## config.mk

```make
export PLATFORM = sky130hd
export DESIGN_NAME = lsu_gen2
export DESIGN_NICKNAME = d
export VERILOG_FILES = /design/src/rtl/lsu_gen2.sv
export SDC_FILE = /design/constraint.sdc
export NUM_CORES = 1
export LEC_CHECK = 0
export CAP_MARGIN = 30
export CORE_MARGIN = 2
export CORE_UTILIZATION = 45
export DETAILED_ROUTE_END_ITERATION = 6
export GPL_ROUTABILITY_DRIVEN = 0
export PLACE_DENSITY = 0.8
export SETUP_SLACK_MARGIN = 0.02
export SYNTH_ARGS = -nofsm -noshare
export SYNTH_HDL_FRONTEND = slang
export SYNTH_SLANG_ARGS = --single-unit
```

## constraint.sdc

```tcl
create_clock -name clk -period 1.9 [get_ports clk]
set_clock_uncertainty 0.05 [all_clocks]
set_input_delay 0.38 -clock clk [delete_from_list [all_inputs] [get_ports clk]]
set_output_delay 0.38 -clock clk [all_outputs]
set_load 0.05 [all_outputs]
```

## src/rtl/lsu_gen2.sv

```systemverilog
// lsu_gen2: per-thread load/store unit with one read/write FSM,
// a DONE state held until UPDATE and an optional request watchdog.
module lsu_gen2 #(
    parameter int DATA_BITS      = 8,
    parameter int ADDR_BITS      = 8,
    parameter int TIMEOUT_CYCLES = 0
) (
    input  logic                 clk,
    input  logic                 reset,
    input  logic                 enable,
    input  logic [2:0]           core_state,
    input  logic                 decoded_mem_read_enable,
    input  logic                 decoded_mem_write_enable,
    input  logic [DATA_BITS-1:0] rs,
    input  logic [DATA_BITS-1:0] rt,
    output logic                 mem_read_valid,
    output logic [ADDR_BITS-1:0] mem_read_address,
    input  logic                 mem_read_ready,
    input  logic [DATA_BITS-1:0] mem_read_data,
    output logic                 mem_write_valid,
    output logic [ADDR_BITS-1:0] mem_write_address,
    output logic [DATA_BITS-1:0] mem_write_data,
    input  logic                 mem_write_ready,
    output logic [1:0]           lsu_state,
    output logic [DATA_BITS-1:0] lsu_out,
    output logic                 lsu_error
);

    localparam logic [2:0] REQUEST = 3'b011;
    localparam logic [2:0] UPDATE  = 3'b110;

    localparam int CW  = (TIMEOUT_CYCLES > 0) ? $clog2(TIMEOUT_CYCLES + 1) : 1;
    localparam int LIM = (TIMEOUT_CYCLES > 0) ? TIMEOUT_CYCLES - 1 : 0;
    localparam logic [CW-1:0] CNT_LIM = CW'(LIM);

    typedef enum logic [1:0] {
        IDLE       = 2'd0,
        REQUESTING = 2'd1,
        WAITING    = 2'd2,
        DONE       = 2'd3
    } state_t;

    state_t               state;
    logic                 is_read;
    logic [ADDR_BITS-1:0] addr_q;
    logic [DATA_BITS-1:0] data_q;
    logic [CW-1:0]        cnt;
    logic [ADDR_BITS-1:0] addr_map;
    logic                 hit_ready;
    logic                 unused_rs;

    // Narrow addresses take the low bits; wide ones zero-extend rs.
    if (ADDR_BITS <= DATA_BITS) begin : g_trunc
        assign addr_map = rs[ADDR_BITS-1:0];
    end else begin : g_zext
        assign addr_map = {{(ADDR_BITS - DATA_BITS){1'b0}}, rs};
    end

    assign unused_rs = ^rs;
    assign hit_ready = is_read ? mem_read_ready : mem_write_ready;
    assign lsu_state = state;

    always_ff @(posedge clk) begin
        if (reset) begin
            state             <= IDLE;
            is_read           <= 1'b0;
            addr_q            <= '0;
            data_q            <= '0;
            cnt               <= '0;
            mem_read_valid    <= 1'b0;
            mem_read_address  <= '0;
            mem_write_valid   <= 1'b0;
            mem_write_address <= '0;
            mem_write_data    <= '0;
            lsu_out           <= '0;
            lsu_error         <= 1'b0;
        end else begin
            unique case (state)
                IDLE: begin
                    if (enable && core_state == REQUEST &&
                        (decoded_mem_read_enable || decoded_mem_write_enable)) begin
                        is_read   <= decoded_mem_read_enable;
                        addr_q    <= addr_map;
                        data_q    <= rt;
                        lsu_error <= 1'b0;
                        state     <= REQUESTING;
                    end
                end
                REQUESTING: begin
                    cnt <= '0;
                    if (is_read) begin
                        mem_read_valid   <= 1'b1;
                        mem_read_address <= addr_q;
                    end else begin
                        mem_write_valid   <= 1'b1;
                        mem_write_address <= addr_q;
                        mem_write_data    <= data_q;
                    end
                    state <= WAITING;
                end
                WAITING: begin
                    // A ready on the threshold cycle still completes normally.
                    if (hit_ready) begin
                        mem_read_valid  <= 1'b0;
                        mem_write_valid <= 1'b0;
                        if (is_read) lsu_out <= mem_read_data;
                        state <= DONE;
                    end else if (TIMEOUT_CYCLES > 0 && cnt == CNT_LIM) begin
                        mem_read_valid  <= 1'b0;
                        mem_write_valid <= 1'b0;
                        lsu_error       <= 1'b1;
                        if (is_read) lsu_out <= '1;
                        state <= DONE;
                    end else if (cnt != '1) begin
                        cnt <= cnt + 1'b1;
                    end
                end
                DONE: begin
                    if (core_state == UPDATE) state <= IDLE;
                end
                default: state <= IDLE;
            endcase
        end
    end

endmodule

```

==> summary.md <==
| Metric | Value |
|---|---|
| Max-Slew Margin vs Limit | `0.664` |
| Final slew viol count | `0` |
| P per Cell Area | `863 nW/um^2` |
| Yosys cell types | `26` |
| Share of total power in combinational logic | `0.255` |
| Pin count of the biggest net entering global routing | `27` |
| Die area | `5150 um^2` |
| N_diodes | `0` |
| Clk root buf | `clkbuf_8` |
| Avg Inst Size Synth | `9.13 um^2` |
| CTS max path bufs | `2` |
| #FFs+latches synth | `53` |
| Area after DPL | `2750 um^2` |
| Worst-margin pin slew | `0.503 ns` |
| Clk_lat worst skew | `0.30 ns` |
| Cell Rows | `24` |
| Final Setup Violations | `0` |
| Worst-path clk slew | `0.09 ns` |
| Core box area | `4380 um^2` |
| Biggest area consumer among synthesized cells | `dfxtp_1` |
| DRT iter0 DRCs | `64` |
| Final worst-path cycle share | `0.848` |
| Top post-synthesis cells by area | `dfxtp_1 (51%), mux2i_1 (13%), nand2_1 (8.0%), a21oi_1 (6.3%), nor2_1 (5.5%)` |
| Mapped Cells | `226` |
| Port Buffers | `69` |
| Status | `completed` |
| Grt ovf | `0` |
| Max FO, Critical Path | `17` |
| First-pass GRT wire length | `6.92 mm` |
| Sequential area share after synthesis | `0.514` |
| Post-DRT Antenna Nets | `0` |
| Crit path buf inv count | `2` |
| Final Hold Viols | `0` |
| Drt pass-1 iters | `4` |
| CTS Buf Count | `5` |
| Total length of routed wires | `4.15 mm` |
| Setup TNS | `0 ns` |
| Pint | `0.00171 W` |
| Tot GR Track Use | `0.170` |
| Critical Path Start Type | `input port` |
| CP Capture Type | `register` |
| WHS | `0.404 ns` |
| Worst-path cell with the longest stage delay | `clkdlybuf4s50_1` |
| Worst VDD drop | `639 uV` |
| Final cell count without fillers | `347` |
| Unrepaired setup endpoints after global routing | `no` |
| Hpwl dp | `3.06 mm` |
| Worst EP arrival | `1.76 ns` |
| WS Path Type | `in2reg` |
| Dpl ws | `-0.0130 ns` |
| Fin nets | `332` |
| DR vias | `1,671` |
| Syn nets | `264` |
| Final min period | `1.61 ns` |
| Area share of the leading cell type in the synthesized netlist | `0.514` |
| Static leakage | `1.26 nW` |
| Hold WC Path Type | `reg2reg` |
| CP cell instances | `clkdlybuf4s50_1 -> nand4b_4 -> nor3b_4 -> buf_12 -> mux2i_1 -> nor2_1` |
| H-tree Lvls | `2` |
| Worst path top cell family by delay | `buffers and inverters` |
| Fmax | `621 MHz` |
| Clock power frac | `0.265` |
| Max cap viols | `0` |
| Layout cells sized above 1 | `0.142` |
| Synthesis warning total | `0` |
| Switching portion of total power | `0.304` |
| Area delta synth->final | `38.1%` |
| Clock sinks | `53` |
| Starting Density | `0.471` |
| Sw Pwr | `0.000749 W` |
| WL per Instance | `12.0 um` |
| Die W | `71.7 um` |
| Initial antenna violation count | `0` |
| Final instance area | `2850 um^2` |
| Vias/cell | `4.82` |
| Slowest cell delay on critical path | `0.53 ns` |
| CP required | `2.05 ns` |
| TritonCTS clock tree | `yes` |
| Reg power frac | `0.480` |
| Drt drc | `0` |
| Final worst slack | `0.289 ns` |
| # IOs | `71` |
| CTS Hold Bufs | `0` |
| Die Y | `71.7 um` |
| Number of global-route vias before repair | `1,598` |
| Synth Cell Area | `2060 um^2` |
| Placed Instances | `339` |
## worst paths after layout
path / startpoint / endpoint / slack [ns] / cells past startpoint
worst min register to register: mem_write_data[1]$_SDFFE_PP0P_ / mem_write_data[1]$_SDFFE_PP0P_ / 0.40 / 2
worst min-delay path: mem_write_data[1]$_SDFFE_PP0P_ / mem_write_data[1]$_SDFFE_PP0P_ / 0.40 / 2
worst max register to register: lsu_state[1]$_SDFFE_PP0P_ / mem_write_data[5]$_SDFFE_PP0P_ / 0.38 / 6
worst max-delay path: core_state[1] / data_q[3]$_SDFFE_PP0P_ / 0.29 / 6
## synthesized netlist by cell type, drive strengths merged
master,instances
nand3,9
ha,4
a22oi,2
o21a,1
conb,1
mux2i,26
clkbuf,9
mux2,1
dfxtp,53
o21ai,3
buf,7
o211a,1
nor2b,1
nor3b,1
inv,3
nand2b,3
a21oi,26
nand4b,1
nand2,44
nor2,30
## flip-flops by register name (all words and copies together), names as in the netlist
name               count
addr_q                 8
is_read                1
data_q                 8
lsu_out                8
lsu_state              2
mem_write_valid        1
mem_write_address      8
mem_read_valid         1
mem_write_data         8
mem_read_address       8
## stage by stage
stage	power [W]	utilization
after floorplan	0.00159	-
after global placement	0.00184	0.628
after detailed placement	0.00184	0.628
after CTS	0.00249	0.647
after global routing	0.00259	0.650
final	0.00246	0.650
## power groups by stage
stage | Combinational, W | Clock (W) | Sequential (W)
after CTS | 0.000635 | 0.000671 | 0.00118
final | 0.000628 | 0.000652 | 0.00118
after detailed placement | 0.000634 | 0 | 0.00121
after global routing | 0.000687 | 0.000714 | 0.00119
after global placement | 0.000633 | 0 | 0.00121
after floorplan | 0.000301 | 0 | 0.00129
## metal layers
metal | GRT usage | wire [um] | up-vias
li1 | - | - | 873
met1 | 0.193 | 1830 | 745
met2 | 0.292 | 2000 | 51
met3 | 0.0745 | 310 | 2
met4 | 0.0440 | 17 | 0
met5 | 0 | 0 | -
## placed cells by master (no fill, tap or decap), drive strengths merged, types with 4 or more instances in the layout
cell type / instances
dfxtp: 53
nand2: 44
clkbuf: 6
a21oi: 26
buf: 30
dlymetal6s2s: 5
dlygate4sd2: 10
mux2i: 26
ha: 4
nand3: 9
clkdlybuf4s50: 32
nor2: 30
## tightest hold or removal path, cell delays in order, from the launching register on
cell,delay [ns]
dfxtp_1,0.32
nand2_1,0.05
a21oi_1,0.05
## layout make-up
class                      instances  area [um^2]
timing repair buffer              77          718
fill                             370         1530
clock inverter                     2         13.8
tap                               52         65.1
multi-input combinational        154          898
inverter                           3         11.3
sequential                        53         1060
clock buffer                       6         82.6
## logic make-up after synthesis
family / share of synthesized area
adders and majority gates: 0.0242
and+or+nand+nor: 0.188
buffers and inverters: 0.0539
AOI/OAI and AO/OA: 0.0861
muxes: 0.132
DFF: 0.514
other: 0.00182
## repair_timing
action	in CTS	in global routing
buffers inserted	0	0
gates resized for setup	10	5
setup endpoints to repair	10	5
(Power assumes the default switching activity.)
